**src/rtl/alu_pkg.sv**
```systemverilog
// Shared ALU control types: the 4-bit ALUOp codes (also used by the ALU),
// RV32I major opcodes, the decoded control bundle and skid-buffer states.
package alu_pkg;

  typedef enum logic [3:0] {
    ALU_ADD    = 4'b0000,
    ALU_SLL    = 4'b0001,
    ALU_SLT    = 4'b0010,
    ALU_SLTU   = 4'b0011,
    ALU_XOR    = 4'b0100,
    ALU_SRL    = 4'b0101,
    ALU_OR     = 4'b0110,
    ALU_AND    = 4'b0111,
    ALU_SUB    = 4'b1000,
    ALU_PASS_B = 4'b1001,
    ALU_SRA    = 4'b1101
  } alu_op_e;

  localparam logic [6:0] OP_R      = 7'b0110011;
  localparam logic [6:0] OP_IMM    = 7'b0010011;
  localparam logic [6:0] OP_LOAD   = 7'b0000011;
  localparam logic [6:0] OP_STORE  = 7'b0100011;
  localparam logic [6:0] OP_BRANCH = 7'b1100011;
  localparam logic [6:0] OP_LUI    = 7'b0110111;
  localparam logic [6:0] OP_AUIPC  = 7'b0010111;
  localparam logic [6:0] OP_JAL    = 7'b1101111;
  localparam logic [6:0] OP_JALR   = 7'b1100111;

  typedef struct packed {
    alu_op_e op;
    logic    src_a_pc;
    logic    src_b_imm;
    logic    illegal;
  } alu_ctrl_t;

  typedef enum logic [1:0] {
    ST_EMPTY = 2'd0,
    ST_ONE   = 2'd1,
    ST_FULL  = 2'd2
  } skid_state_e;

endpackage

```
**src/rtl/alu_op_decoder_if.sv**
```systemverilog
// Instruction-in / ALU-control-out handshake bundle of the ALUOp decoder.
// slave: the decoder's view; master: the fetch/execute side driving it.
interface alu_op_decoder_if;
  import alu_pkg::*;

  logic        in_valid;
  logic        in_ready;
  logic [31:0] instr;
  logic        out_valid;
  logic        out_ready;
  alu_op_e     alu_op;
  logic        alu_src_a_pc;
  logic        alu_src_b_imm;
  logic        illegal;

  modport slave (
    input  in_valid, instr, out_ready,
    output in_ready, out_valid, alu_op, alu_src_a_pc, alu_src_b_imm, illegal
  );

  modport master (
    output in_valid, instr, out_ready,
    input  in_ready, out_valid, alu_op, alu_src_a_pc, alu_src_b_imm, illegal
  );
endinterface

```
**src/rtl/alu_op_decode_comb.sv**
```systemverilog
// Pure combinational RV32I instruction -> ALU control decode.
// Any undecodable word yields illegal=1 with ADD and both source flags clear.
module alu_op_decode_comb
  import alu_pkg::*;
(
  input  logic [31:0] i_instr,
  output alu_ctrl_t   o_ctrl
);

  logic [6:0] w_opcode;
  logic [2:0] w_funct3;
  logic [6:0] w_funct7;
  logic       w_unused_bits;
  alu_ctrl_t  w_ctrl;

  assign w_opcode = i_instr[6:0];
  assign w_funct3 = i_instr[14:12];
  assign w_funct7 = i_instr[31:25];
  // Register/immediate fields play no part in choosing the ALU operation.
  assign w_unused_bits = ^{i_instr[24:15], i_instr[11:7]};

  // Opcode/funct decode, then force a clean ADD/no-source encoding when illegal.
  always_comb begin
    w_ctrl = '{op: ALU_ADD, src_a_pc: 1'b0, src_b_imm: 1'b0, illegal: 1'b0};
    // The opcode constants include instr[1:0]=11, so compressed words fall to default.
    case (w_opcode)
      OP_R: begin
        w_ctrl.op      = alu_op_e'({w_funct7[5], w_funct3});
        w_ctrl.illegal = !((w_funct7 == 7'b0000000) ||
                           ((w_funct7 == 7'b0100000) &&
                            ((w_funct3 == 3'b000) || (w_funct3 == 3'b101))));
      end
      OP_IMM: begin
        w_ctrl.src_b_imm = 1'b1;
        case (w_funct3)
          3'b000: w_ctrl.op = ALU_ADD;
          3'b001: begin
            w_ctrl.op      = ALU_SLL;
            w_ctrl.illegal = (w_funct7 != 7'b0000000);
          end
          3'b101: begin
            w_ctrl.op      = alu_op_e'({w_funct7[5], 3'b101});
            w_ctrl.illegal = !((w_funct7 == 7'b0000000) || (w_funct7 == 7'b0100000));
          end
          default: w_ctrl.op = alu_op_e'({1'b0, w_funct3});
        endcase
      end
      OP_LOAD, OP_STORE: w_ctrl.src_b_imm = 1'b1;
      OP_BRANCH: begin
        case (w_funct3)
          3'b000, 3'b001: w_ctrl.op = ALU_SUB;
          3'b100, 3'b101: w_ctrl.op = ALU_SLT;
          3'b110, 3'b111: w_ctrl.op = ALU_SLTU;
          default:        w_ctrl.illegal = 1'b1;
        endcase
      end
      OP_LUI: begin
        w_ctrl.op        = ALU_PASS_B;
        w_ctrl.src_b_imm = 1'b1;
      end
      OP_AUIPC, OP_JAL: begin
        w_ctrl.src_a_pc  = 1'b1;
        w_ctrl.src_b_imm = 1'b1;
      end
      OP_JALR: begin
        w_ctrl.src_b_imm = 1'b1;
        w_ctrl.illegal   = (w_funct3 != 3'b000);
      end
      default: w_ctrl.illegal = 1'b1;
    endcase

    o_ctrl = w_ctrl;
    if (w_ctrl.illegal) begin
      o_ctrl.op        = ALU_ADD;
      o_ctrl.src_a_pc  = 1'b0;
      o_ctrl.src_b_imm = 1'b0;
    end
  end

endmodule

```
**src/rtl/alu_op_decoder.sv**
```systemverilog
// Registered instruction -> ALUOp decoder with a 2-entry skid buffer.
// in_ready comes straight from a register so fetch never sees a
// combinational path from the downstream out_ready.
module alu_op_decoder
  import alu_pkg::*;
(
  input  logic            clk,
  input  logic            rst_n,
  input  logic            flush,
  alu_op_decoder_if.slave bus
);

  alu_ctrl_t   w_dec;
  logic        w_accept;
  logic        w_pop;

  skid_state_e r_state;
  alu_ctrl_t   r_main;
  alu_ctrl_t   r_skid;
  logic        r_in_ready;
  logic        r_out_valid;

  alu_op_decode_comb u_decode (
    .i_instr (bus.instr),
    .o_ctrl  (w_dec)
  );

  assign w_accept = bus.in_valid && r_in_ready;
  assign w_pop    = r_out_valid && bus.out_ready;

  // Skid-buffer FSM: main feeds the outputs, skid catches the one entry
  // that arrives while the output is stalled; flush beats accept and pop.
  always_ff @(posedge clk or negedge rst_n) begin
    if (!rst_n) begin
      r_state     <= ST_EMPTY;
      r_main      <= '0;
      r_skid      <= '0;
      r_in_ready  <= 1'b1;
      r_out_valid <= 1'b0;
    end else if (flush) begin
      r_state     <= ST_EMPTY;
      r_in_ready  <= 1'b1;
      r_out_valid <= 1'b0;
    end else begin
      case (r_state)
        ST_EMPTY: begin
          if (w_accept) begin
            r_main      <= w_dec;
            r_out_valid <= 1'b1;
            r_state     <= ST_ONE;
          end
        end
        ST_ONE: begin
          if (w_accept && w_pop) begin
            r_main <= w_dec;
          end else if (w_accept) begin
            r_skid     <= w_dec;
            r_in_ready <= 1'b0;
            r_state    <= ST_FULL;
          end else if (w_pop) begin
            r_out_valid <= 1'b0;
            r_state     <= ST_EMPTY;
          end
        end
        ST_FULL: begin
          if (w_pop) begin
            r_main     <= r_skid;
            r_in_ready <= 1'b1;
            r_state    <= ST_ONE;
          end
        end
        default: begin
          r_state     <= ST_EMPTY;
          r_in_ready  <= 1'b1;
          r_out_valid <= 1'b0;
        end
      endcase
    end
  end

  assign bus.in_ready      = r_in_ready;
  assign bus.out_valid     = r_out_valid;
  assign bus.alu_op        = r_main.op;
  assign bus.alu_src_a_pc  = r_main.src_a_pc;
  assign bus.alu_src_b_imm = r_main.src_b_imm;
  assign bus.illegal       = r_main.illegal;

endmodule

```
**src/flat_wrapper.sv**
```systemverilog
// flat-port wrapper written by rule: the top's interface ports become plain ports
module alu_op_decoder_flat import alu_pkg::*;
  (clk, rst_n, flush, bus_in_valid, bus_instr, bus_out_ready, bus_in_ready, bus_out_valid, bus_alu_op, bus_alu_src_a_pc, bus_alu_src_b_imm, bus_illegal);
  alu_op_decoder_if bus_i ();
  input  logic clk;
  input  logic rst_n;
  input  logic flush;
  input wire logic [$bits(bus_i.in_valid)-1:0] bus_in_valid;
  input wire logic [$bits(bus_i.instr)-1:0] bus_instr;
  input wire logic [$bits(bus_i.out_ready)-1:0] bus_out_ready;
  output wire logic [$bits(bus_i.in_ready)-1:0] bus_in_ready;
  output wire logic [$bits(bus_i.out_valid)-1:0] bus_out_valid;
  output wire logic [$bits(bus_i.alu_op)-1:0] bus_alu_op;
  output wire logic [$bits(bus_i.alu_src_a_pc)-1:0] bus_alu_src_a_pc;
  output wire logic [$bits(bus_i.alu_src_b_imm)-1:0] bus_alu_src_b_imm;
  output wire logic [$bits(bus_i.illegal)-1:0] bus_illegal;
  assign bus_i.in_valid = bus_in_valid;
  assign bus_i.instr = bus_instr;
  assign bus_i.out_ready = bus_out_ready;
  assign bus_in_ready = bus_i.in_ready;
  assign bus_out_valid = bus_i.out_valid;
  assign bus_alu_op = bus_i.alu_op;
  assign bus_alu_src_a_pc = bus_i.alu_src_a_pc;
  assign bus_alu_src_b_imm = bus_i.alu_src_b_imm;
  assign bus_illegal = bus_i.illegal;
  alu_op_decoder u_core (.clk(clk), .rst_n(rst_n), .flush(flush), .bus(bus_i));
endmodule
```
**config.mk**
```make
export PLATFORM = sky130hd
export DESIGN_NAME = alu_op_decoder_flat
export DESIGN_NICKNAME = d
export VERILOG_FILES = /design/src/rtl/alu_pkg.sv /design/src/rtl/alu_op_decoder_if.sv /design/src/rtl/alu_op_decode_comb.sv /design/src/rtl/alu_op_decoder.sv /design/src/flat_wrapper.sv
export SDC_FILE = /design/constraint.sdc
export NUM_CORES = 1
export LEC_CHECK = 0
export BUFFER_PORTS_ARGS = -buffer_cell sky130_fd_sc_hd__buf_2
export CORE_UTILIZATION = 53
export CTS_BUF_LIST = sky130_fd_sc_hd__clkbuf_8
export CTS_CLUSTER_DIAMETER = 30
export DETAILED_ROUTE_END_ITERATION = 6
export PLACE_DENSITY = 0.87
export SLEW_MARGIN = 20
export SYNTH_ARGS = -nofsm -noshare
export SYNTH_HDL_FRONTEND = slang
export SYNTH_SLANG_ARGS = --single-unit
```
**constraint.sdc**
```tcl
create_clock -name clk -period 4.42 [get_ports clk]
set_input_delay 0.663 -clock clk [delete_from_list [all_inputs] [get_ports clk]]
set_output_delay 0.663 -clock clk [all_outputs]
set_load 0.01 [all_outputs]
```
# Yosys cells after proc, flatten, opt, wreduce, memory -nomap -nowiden

Cells that the tools add are included.

Logic and storage cells: 100
Input bits: 37
Register bits: 18
Output and inout port bits: 9

Muxes and demuxes: 31
Reduce and logical (&&, ||, !) cells: 27
Equal/unequal tests: 29
Bitwise operators: 2

Operators by type and width:

| cell                                                                    | count |
|---|---|
| 7-bit by 6-bit == test with 1-bit output, second input constant         | 4 |
| 4-bit one-hot mux with 3 select lines                                   | 2 |
| 7-bit == test, second input constant                                    | 3 |
| 7-bit two-way mux                                                       | 3 |
| 7-bit one-hot mux with 3 select lines                                   | 1 |
| 4-bit one-hot mux with 4 select lines                                   | 1 |
| 7-bit by 5-bit == test with 1-bit output, second input constant         | 2 |
| 3-bit == test, second input constant                                    | 4 |
| 1-bit two-way mux                                                       | 12 |
| 2-bit two-way mux                                                       | 6 |
| 3-bit by 2-bit inequality test with 1-bit output, second input constant | 4 |
| 4-bit AND reduction                                                     | 3 |
| 5-bit AND reduction                                                     | 2 |
| 2-bit OR reduction                                                      | 4 |
| 7-bit by 2-bit == test with 1-bit output, second input constant         | 1 |
| 7-bit logical NOT                                                       | 1 |
| 7-bit nonzero test                                                      | 1 |
| 7-bit OR reduction                                                      | 1 |
| 6-bit two-way mux                                                       | 1 |
| 2-bit by 1-bit inequality test with 1-bit output, second input constant | 3 |
| 3-bit inequality test, second input constant                            | 2 |
| 1-bit one-hot mux with 3 select lines                                   | 2 |
| 2-bit one-hot mux with 3 select lines                                   | 1 |
| 3-bit nonzero test                                                      | 2 |
| 15 further kinds                                                        | 23 |

# Longest topological paths before layout

Gate-level depths: netlist (run 1).

Depth in word-level cells: 9
Mapped depth: 7

# Cells and area by module

From an unflattened synthesis (run 1), not the netlist that was laid out.

Cell total of the unflattened synthesis: 118
Area total of the unflattened synthesis: 1243.7 µm²

By module, submodules not included:

| module             | area an instance (µm²) | times used | cells an instance |
|---|---|---|---|
| alu_op_decoder     | 915.9                  | 1          | 66 |
| alu_op_decode_comb | 327.8                  | 1          | 52 |

# Worst setup path after synthesis (run 1)

Ideal clock, no wire load.

Kind: input to register
Start point: in bus_instr[28]
End point: reg u_core.r_skid[0] in the netlist's numbering
Setup time: 0.125 ns
Arrival time: 2.208 ns
Path slack: 2.087 ns
Cell stages on the path: 5
Path through: or4_1 -> o311a_1 -> a211o_1 -> buf_6 -> mux2_2

Word-level cells in the longest chain between the ends: 5
Elaborated cells on any way between the ends: 10
Classes of those cells: eq/ne: 1; mux: 2; reduce/logical: 7

RTL lines:

| what                                                                                 | RTL line                                                                     | text |
|---|---|---|
| start: declaration                                                                   | flat_wrapper.sv:9                                                            | `input wire logic [$bits(bus_i.instr)-1:0] bus_instr;` |
| 7-bit by 6-bit == test with 1-bit output / 7-bit logical NOT (equally long branches) | alu_op_decode_comb.sv:30, alu_op_decode_comb.sv:43, alu_op_decode_comb.sv:29 |  |
| 1-bit logical OR / 1-bit logical AND (equally long branches)                         | alu_op_decode_comb.sv:43, alu_op_decode_comb.sv:30                           |  |
| 1-bit logical NOT / 1-bit logical OR (equally long branches)                         | alu_op_decode_comb.sv:43, alu_op_decode_comb.sv:29                           |  |
| 1-bit one-hot mux with 2 select lines / 1-bit logical NOT (equally long branches)    | alu_op_decode_comb.sv:35, alu_op_decode_comb.sv:29                           |  |
| 1-bit one-hot mux with 5 select lines (*)                                            | alu_op_decode_comb.sv:26                                                     | `case (w_opcode)` |
| end signal: assignment                                                               | alu_op_decoder.sv:57                                                         | `r_skid <= w_dec;` |
| end: declaration                                                                     | alu_op_decoder.sv:19                                                         | `alu_ctrl_t r_skid;` |

Mark *: on every way between the ends. The rest lies on a longest branch, timed or not.
A chain may end at the register's enable or synchronous reset.

# Worst setup path in the final report (run 1)

Start point: in bus_instr[28]
End point: reg u_core.r_main (netlist bit u_core.bus.alu_op[1])

Word-level cells in the longest chain between the ends: 8
Elaborated cells on any way between the ends: 14
Classes of those cells: eq/ne: 1; mux: 6; reduce/logical: 7

RTL lines:

| what                                                                                 | RTL line                                                                     | text |
|---|---|---|
| 7-bit by 6-bit == test with 1-bit output / 7-bit logical NOT (equally long branches) | alu_op_decode_comb.sv:30, alu_op_decode_comb.sv:43, alu_op_decode_comb.sv:29 |  |
| 1-bit logical OR / 1-bit logical AND (equally long branches)                         | alu_op_decode_comb.sv:43, alu_op_decode_comb.sv:30                           |  |
| 1-bit logical NOT / 1-bit logical OR (equally long branches)                         | alu_op_decode_comb.sv:43, alu_op_decode_comb.sv:29                           |  |
| 1-bit one-hot mux with 2 select lines / 1-bit logical NOT (equally long branches)    | alu_op_decode_comb.sv:35, alu_op_decode_comb.sv:29                           |  |
| 1-bit one-hot mux with 5 select lines (*)                                            | alu_op_decode_comb.sv:26                                                     |  |
| 6-bit two-way mux (*)                                                                | alu_op_decode_comb.sv:73                                                     | `if (w_ctrl.illegal) begin` |
| 7-bit two-way mux, on equally long branches                                          | alu_op_decoder.sv:54, alu_op_decoder.sv:47                                   |  |
| 7-bit one-hot mux with 3 select lines (*)                                            | alu_op_decoder.sv:45                                                         | `case (r_state)` |
| end signal: assignment                                                               | alu_op_decoder.sv:48                                                         | `r_main <= w_dec;` |
| end signal: assignment                                                               | alu_op_decoder.sv:55                                                         | `r_main <= w_dec;` |
| end signal: assignment                                                               | alu_op_decoder.sv:67                                                         | `r_main <= r_skid;` |
| end: declaration                                                                     | alu_op_decoder.sv:18                                                         | `alu_ctrl_t r_main;` |

Mark *: on every way between the ends. The rest lies on a longest branch, timed or not. The select of a mux whose other input is x is not followed.

==> implementation parameters, run 1 <==
Parameter                              Value

Cells and area
  Most common cell after layout, fill and taps aside    sky130_fd_sc_hd__buf_2
  Ant diodes    0
  Final net count    ~190
  Layout Area Growth over Synthesis    18.8%
  Top library cells by usage in the layout, fill and taps aside    sky130_fd_sc_hd__buf_2 (30), sky130_fd_sc_hd__dfrtp_1 (17), sky130_fd_sc_hd__nand2_1 (15), sky130_fd_sc_hd__nor2_1 (8), sky130_fd_sc_hd__o31ai_1 (7)
  Final-layout fill cell count    between 150 and 200
  Non-filler instance count after layout    183
  Layout cells sized above 1    25.6%
  Post-route core utilization    approximately 68%

Clocking
  CTS Root Buffer Type    sky130_fd_sc_hd__clkbuf_8
  Clock tree from TritonCTS    done
  # clock sinks    18
  H-tree levels    1
  Buffers from clock root to sink, at most    2
  Clk Latency, worst-skew pair    250 ps
  Post-CTS repair timing setup buffer count    0
  Post-cts hold buffer count    0
  Post-CTS clock slew at the launch and capture registers of the worst setup and hold paths    70 ps
  Inserted Clock Buffers    3
  Count of instances resized after the clock tree is built    0

GRT
  Congestion Overflow GR    0
  Global router's overall resource usage    23.2%
  Initial antenna violation count    0
  Wire length of the first global-routing pass    3670 µm
  Number of global-route vias before repair    just over 900
  Maximum number of pins on one net before global-route repair    19

Setup path
  Category of the worst setup path launch point    input pin
  Endpoint class of the critical path    flip-flop
  Start-to-end type of the worst setup path    input pin to flip-flop
  WP data required    ~4600 ps
  CP Cell Sequence    buf_2, or4_1, o311a_1, a211o_1, o41ai_1
  Arrival time of data at the critical path endpoint    2500 ps
  Critical path's largest stage delay    540 ps
  Slack of the worst reg-to-reg path    2150 ps
  Crit path max-delay family    compound AO/OA/AOI/OAI gates
  Maximum fanout encountered on the critical timing path    12
  Worst path bufs/invs    1
  Standard cell with the maximum stage delay on the critical path    sky130_fd_sc_hd__or4_1

Timing
  Count of endpoints failing hold in the final timing report    0
  Transition time at the pin with the least slew margin    1020 ps
  Final setup margin    2060 ps
  Worst-case headroom to the max-slew limit    31.7%
  Number of setup violations in the final report    0
  Post-Route Hold Slack    325 ps
  Setup repair after global routing missed its margin    false
  Setup_tns    0 ps
  Upper clock frequency limit    424 MHz
  Crit share post-route    53.3%
  Minimum period implied by the final worst setup slack    2360 ps
  Clk_skew    0.429 ps
  Max-slew violation total from the final report    0

Floorplanning
  Die area    2330 µm²
  Number of cell rows    16
  Die width    48.2 µm
  Std-Cell Core Area    1980 µm²
  Count of boundary I/O pins    46
  Die outline height    48.2 µm
  Effective utilization at floorplan    57.2%

Detailed routing
  Routed wirelength normalized by instance count    around 13 µm
  Number of design rule violations left after detail routing    0
  First-pass iteration count of the detailed router    4
  1st-iter DRT viols    19
  Number of vias after detailed routing    1085
  Detailed-route vias per instance    around 5.9
  Aggregate routed wire length    between 2000 and 2500 µm
  Count of nets left with antenna violations after detail routing    0

Place
  Detailed-placement wirelength estimate    1860 µm
  Global placer's final weighted congestion    between 0.8 and 0.9
  # placed instances    between 150 and 200
  Number of input and output port buffers inserted    30
  Pre-CTS setup slack    roughly 1800 ps

Yosys
  Synth cell types    42
  Sequential-to-total area share from yosys stat    39.8%
  Mean instance size in the synthesized netlist    8.93 µm²
  Number of warnings issued by yosys    0
  Flip-flop and latch count after synthesis    18
  Mapped Area    1130 µm²
  Synthesized net count    approximately 160
  Synthesized netlist cell count    about 130

Power
  Peak supply drop    roughly 0.00018 V
  Relative contribution of the clock network to total power    30.5%
  Leakage power    0.620 nW
  Fraction of power spent switching nets    29.2%
  Internal power component    0.314 mW
  Net switching power figure    0.129 mW
  Sequential cell fraction of total power    around 45%
  Power Dens Cells    329 nW/µm²
  Combinational fraction of design power    about 25%

Hold path
  Class of the most critical hold timing path    input pin to async pin

Run
  Max-Cap Viols    0

Status
  Outcome    finished, final reports clean
cells by family after synthesis:
logic type	synth area share (%)
AO/OA/AOI/OAI	23.7
XOR/XNOR	0.773
buffers and inverters	3.97
flip-flops	39.8
multiplexers	7.28
AND/OR/NAND/NOR	24.4
final cells by class:
cell class / instances / area [µm²] / share of cell area, %
multi-input combinational: 99 / 637 / 47.3
sequential: 18 / 452 / 33.6
timing repair buffer: 30 / 150 / 11.2
clock buffer: 4 / 55.1 / 4.09
tap: 27 / 33.8 / 2.51
inverter: 5 / 18.8 / 1.39
stage by stage:
stage,power (mW),area (µm²)
finish,0.443,1350
global route,0.465,1350
CTS,0.442,1350
detailed placement,0.311,1290
global placement,0.306,1290
floorplan,0.271,1130
cell usage after synthesis, drive strengths merged:
cell type	number	share of area, %
a21boi	1	0.66
nand2b	2	1.1
a211oi	1	0.66
nor4	1	0.55
a221o	1	0.88
xor2	1	0.77
a31oi	2	1.1
nand2	15	5.0
o221ai	1	0.77
clkbuf	4	1.3
buf	1	0.99
or3	1	0.55
and2	5	2.8
dfrtp	17	38
o21bai	2	1.3
nor2b	2	1.1
o22a	1	0.77
a22oi	1	0.66
and3b	1	0.77
mux2	2	2.0
or3b	1	0.77
o22ai	1	0.55
a21o	3	2.0
o311a	1	0.88
nand3	3	1.3
or2	1	0.55
a21oi	5	2.2
inv	5	1.7
a31o	2	1.5
a211o	1	0.77
nor3	5	2.2
and3	2	1.1
dfstp	1	2.3
nor3b	1	0.66
mux2i	6	5.3
o31ai	7	4.6
o2111a	1	0.99
o41ai	2	1.5
o21ai	4	1.8
nand3b	4	2.6
nor2	8	2.6
or4	1	0.66
registers in the layout, summed over array words and instances (netlist names):
register,flops
u_core.bus.alu_src_b_imm,1
u_core.r_skid,7
u_core.bus.out_valid,1
u_core.r_state,2
u_core.bus.alu_op,4
u_core.bus.illegal,1
u_core.bus.alu_src_a_pc,1
u_core.bus.in_ready,1
power groups by stage:
stage / Clock, mW / Combinational (mW) / Sequential, mW
3_3_place_gp: 0 / 0.105 / 0.201
2_1_floorplan: 0 / 0.0643 / 0.206
5_1_grt: 0.141 / 0.121 / 0.204
6_report: 0.135 / 0.109 / 0.199
3_5_place_dp: 0 / 0.109 / 0.203
4_1_cts: 0.133 / 0.109 / 0.199
layer usage:
metal  wire [µm]  vias to the layer above  track usage, %
li1            -                      531               -
met1        1050                      508            25.8
met2        1240                       41            43.2
met3         126                        5            4.44
met4          38                        0            8.33
met5           0                        -               0
worst paths after layout:
check / startpoint / end / depth (start not counted)
setup reg to reg: u_core.bus.in_ready$_DFFE_PN1P_ / u_core.bus.alu_op[3]$_DFFE_PN0P_ / 5
max in group asynchronous: rst_n / u_core.bus.in_ready$_DFFE_PN1P_ / 1
setup / recovery: bus_instr[28] / u_core.bus.alu_op[1]$_DFFE_PN0P_ / 5
hold / removal: rst_n / u_core.bus.alu_op[2]$_DFFE_PN0P_ / 1
hold reg to reg: u_core.r_skid[3]$_DFFE_PN0P_ / u_core.r_skid[3]$_DFFE_PN0P_ / 2
min in group clk: u_core.r_skid[3]$_DFFE_PN0P_ / u_core.r_skid[3]$_DFFE_PN0P_ / 2
Power figures use the tool's default switching activity.
==> inputs of run 2 (changes only) <==
--- a/config.mk
+++ b/config.mk
@@ -6,11 +6,11 @@
 export NUM_CORES = 1
 export LEC_CHECK = 0
 export BUFFER_PORTS_ARGS = -buffer_cell sky130_fd_sc_hd__buf_2
-export CORE_UTILIZATION = 53
+export CORE_UTILIZATION = 45
 export CTS_BUF_LIST = sky130_fd_sc_hd__clkbuf_8
 export CTS_CLUSTER_DIAMETER = 30
 export DETAILED_ROUTE_END_ITERATION = 6
-export PLACE_DENSITY = 0.87
+export PLACE_DENSITY = 0.78
 export SLEW_MARGIN = 20
 export SYNTH_ARGS = -nofsm -noshare
 export SYNTH_HDL_FRONTEND = slang
==> constraint.sdc (replaced) <==
create_clock -name clk -period 2.1 [get_ports clk]
set_input_delay 0.315 -clock clk [delete_from_list [all_inputs] [get_ports clk]]
set_output_delay 0.315 -clock clk [all_outputs]
set_load 0.01 [all_outputs]
==> run 2 against run 1 <==
Net effect: routed wire length increased by 2.0%; power increased by 110%; combinational power increased by 120%; setup slack got worse by 1900 ps; clock power increased by 110%; sequential share of layout area decreased by 1.0 points; count of clock-buffer cells in the layout unchanged; critical endpoint is now u_core.bus.alu_op[3]$_DFFE_PN0P_.
==> implementation parameters, run 2 (synthesis gave the netlist of run 1 again) <==
Parameter                              Value

Cells and area
  Final design area excluding fillers    1390 µm² (was 1350 µm²)
  Total area of multi-input combinational cells    637 µm² (unchanged)
  Post-route core utilization    60.4% (was 67.9%)
  Flip-flop count of the largest register, all copies and words added    7 (unchanged)
  Register with the highest flop count    u_core.r_skid (unchanged)
  Final net count    199 (was 194)
  Top library cells by usage in the layout, fill and taps aside    sky130_fd_sc_hd__buf_2 (30), sky130_fd_sc_hd__dfrtp_1 (17), sky130_fd_sc_hd__nand2_1 (15), sky130_fd_sc_hd__nor2_1 (8), sky130_fd_sc_hd__o31ai_1 (7) (unchanged)
  Ant diodes    0 (unchanged)
  Layout Area Growth over Synthesis    22.4% (was 18.8%)
  Most common cell after layout, fill and taps aside    sky130_fd_sc_hd__buf_2 (unchanged)
  Sequential cell area    452 µm² (unchanged)
  Final-layout fill cell count    217 (was 170)
  Layout cells sized above 1    27.3% (was 25.6%)

Hold path
  Hold Path End    u_core.bus.out_valid$_DFFE_PN0P_
  Hold_sp    flush
  Hold Crit Depth    2
  Class of the most critical hold timing path    input pin to flip-flop (was input pin to async pin)

Setup path
  CP Cell Sequence    buf_2, or4_1, o311a_1, a211o_1, buf_4, o31ai_1 (was buf_2, or4_1, o311a_1, a211o_1, o41ai_1)
  Maximum fanout encountered on the critical timing path    7 (was 12)
  Start-to-end type of the worst setup path    input pin to flip-flop (unchanged)
  Critical path's largest stage delay    530 ps (was 540 ps)
  Crit path max-delay family    compound AO/OA/AOI/OAI gates (unchanged)
  Depth of the worst register-to-register path    5 (unchanged)
  Worst path bufs/invs    2 (was 1)
  Standard cell with the maximum stage delay on the critical path    sky130_fd_sc_hd__or4_1 (unchanged)
  Reg2Reg Launch Point    u_core.bus.in_ready$_DFFE_PN1P_ (unchanged)
  Slack of the worst reg-to-reg path    280 ps (was 2150 ps)
  Endpoint class of the critical path    flip-flop (unchanged)
  Category of the worst setup path launch point    input pin (unchanged)
  Worst r2r dst    u_core.bus.alu_op[2]$_DFFE_PN0P_ (was u_core.bus.alu_op[3]$_DFFE_PN0P_)
  WP data required    2260 ps (was 4570 ps)
  Arrival time of data at the critical path endpoint    2100 ps (was 2500 ps)

Floorplanning
  Effective utilization at floorplan    49.3% (was 57.2%)
  Number of cell rows    17 (was 16)
  Die outline height    52.2 µm (was 48.2 µm)
  Die area    2720 µm² (was 2330 µm²)
  Die width    52.2 µm (was 48.2 µm)
  Count of boundary I/O pins    46 (unchanged)
  Std-Cell Core Area    2300 µm² (was 1980 µm²)

Clocking
  Clk Latency, worst-skew pair    260 ps (was 250 ps)
  Post-CTS clock slew at the launch and capture registers of the worst setup and hold paths    70 ps (about the same)
  # clock sinks    18 (unchanged)
  H-tree levels    1 (unchanged)
  Post-cts hold buffer count    1 (was 0)
  Inserted Clock Buffers    3 (unchanged)
  CTS Root Buffer Type    sky130_fd_sc_hd__clkbuf_8 (unchanged)
  Post-CTS repair timing setup buffer count    0 (unchanged)
  Count of instances resized after the clock tree is built    0 (unchanged)
  Buffers from clock root to sink, at most    2 (unchanged)
  Clock tree from TritonCTS    done (unchanged)

Power
  Net switching power figure    0.277 mW (was 0.129 mW)
  Peak supply drop    0.000358 V (was 0.000181 V)
  Leakage power    0.643 nW (was 0.620 nW)
  Tot Pwr    0.943 mW (was 0.443 mW)
  Combinational fraction of design power    24.9% (was 24.5%)
  Power Dens Cells    680 nW/µm² (was 329 nW/µm²)
  Internal power component    0.666 mW (was 0.314 mW)
  Fraction of power spent switching nets    29.4% (was 29.2%)
  Relative contribution of the clock network to total power    30.3% (was 30.5%)
  Sequential cell fraction of total power    44.7% (was 45.0%)

Timing
  Transition time at the pin with the least slew margin    688 ps (was 1020 ps)
  Final setup margin    164 ps (was 2060 ps)
  Crit share post-route    92.2%
  Number of setup violations in the final report    0 (unchanged)
  Post-Route Hold Slack    301 ps (was 325 ps)
  Max-slew violation total from the final report    0 (unchanged)
  Count of endpoints failing hold in the final timing report    0 (unchanged)
  Upper clock frequency limit    between 500 and 600 MHz
  Clk_skew    1.86 ps (was 0.429 ps)
  Worst-case headroom to the max-slew limit    54.0% (was 31.7%)
  Setup repair after global routing missed its margin    false (unchanged)
  Minimum period implied by the final worst setup slack    1940 ps

Detailed routing
  Number of vias after detailed routing    1078 (was 1085)
  Aggregate routed wire length    2500 µm (was 2450 µm)
  Count of nets left with antenna violations after detail routing    0 (unchanged)
  First-pass iteration count of the detailed router    4 (unchanged)
  Number of design rule violations left after detail routing    0 (unchanged)
  Detailed-route vias per instance    5.70 (was 5.93)
  1st-iter DRT viols    20 (was 19)
  Routed wirelength normalized by instance count    13.2 µm (was 13.4 µm)

GRT
  Wire length of the first global-routing pass    4310 µm (was 3670 µm)
  Global router's overall resource usage    21.6% (was 23.2%)
  Maximum number of pins on one net before global-route repair    19 (unchanged)
  Initial antenna violation count    0 (unchanged)
  Number of global-route vias before repair    1026 (was 905)
  Congestion Overflow GR    0 (unchanged)

Place
  Number of input and output port buffers inserted    30 (unchanged)
  Pre-CTS setup slack    -136 ps (was 1790 ps)
  Total cell area at the placement stage    1320 µm² (was 1290 µm²)
  Global placer's final weighted congestion    0.866 (was 0.843)
  Detailed-placement wirelength estimate    1940 µm (was 1860 µm)

Run
  Max-Cap Viols    0 (unchanged)

Status
  Outcome    finished, final reports clean (unchanged)
run 2: changes by cell type in the layout (fill, tap and decap cells not counted), sizes merged:
| cell | before | now |
|---|---|---|
| buf | 30 | 34 |
| dlygate4sd3 | 0 | 1 |
run 2: final cells by class:
cell class | count | area share, %
multi-input combinational | 99 | 45.9
sequential | 18 | 32.6
timing repair buffer | 35 | 13.7
clock buffer | 4 | 3.97
tap | 28 | 2.52
inverter | 5 | 1.35
run 2: worst reg2reg max path, delay by kind of cell, from the launching register on:
family           cells  cell delay (ps)
AND/OR/NAND/NOR      3              740
AO/OA/AOI/OAI        2              430
flip-flops           1              570
run 2: how the worst max path moves through the flow:
stage	startpoint	endpoint	slack (ps)	cells past startpoint
2_1_floorplan	bus_instr[28]	u_core.r_skid[0]$_DFFE_PN0P_	110	5
3_3_place_gp	bus_instr[28]	u_core.bus.alu_src_b_imm$_DFFE_PN0P_	-90	5
3_5_place_dp	bus_instr[28]	u_core.bus.alu_op[3]$_DFFE_PN0P_	-140	6
4_1_cts	bus_instr[28]	u_core.bus.alu_op[3]$_DFFE_PN0P_	150	6
5_1_grt	bus_instr[28]	u_core.bus.alu_op[3]$_DFFE_PN0P_	30	6
6_report	bus_instr[28]	u_core.bus.alu_op[3]$_DFFE_PN0P_	160	6
run 2: metal layers:
layer / global-route usage [%] / vias to the layer above / wire, µm
li1: - / 539 / -
met1: 26.5 / 505 / 1140
met2: 38.5 / 30 / 1230
met3: 1.74 / 4 / 84
met4: 9.21 / 0 / 43
met5: 0 / - / 0
run 2: per-stage QoR:
stage               TNS, ps  instances
finish                    0        189
global route              0        189
CTS                       0        189
detailed placement     -725        184
global placement       -501        184
floorplan                 0        127
run 2: power by group through the flow:
stage	clock network, mW	registers [mW]	logic (mW)
after floorplan	0	0.435	0.135
after global placement	0	0.424	0.225
after detailed placement	0	0.428	0.233
after CTS	0.289	0.421	0.235
after global routing	0.300	0.428	0.261
final	0.286	0.422	0.235
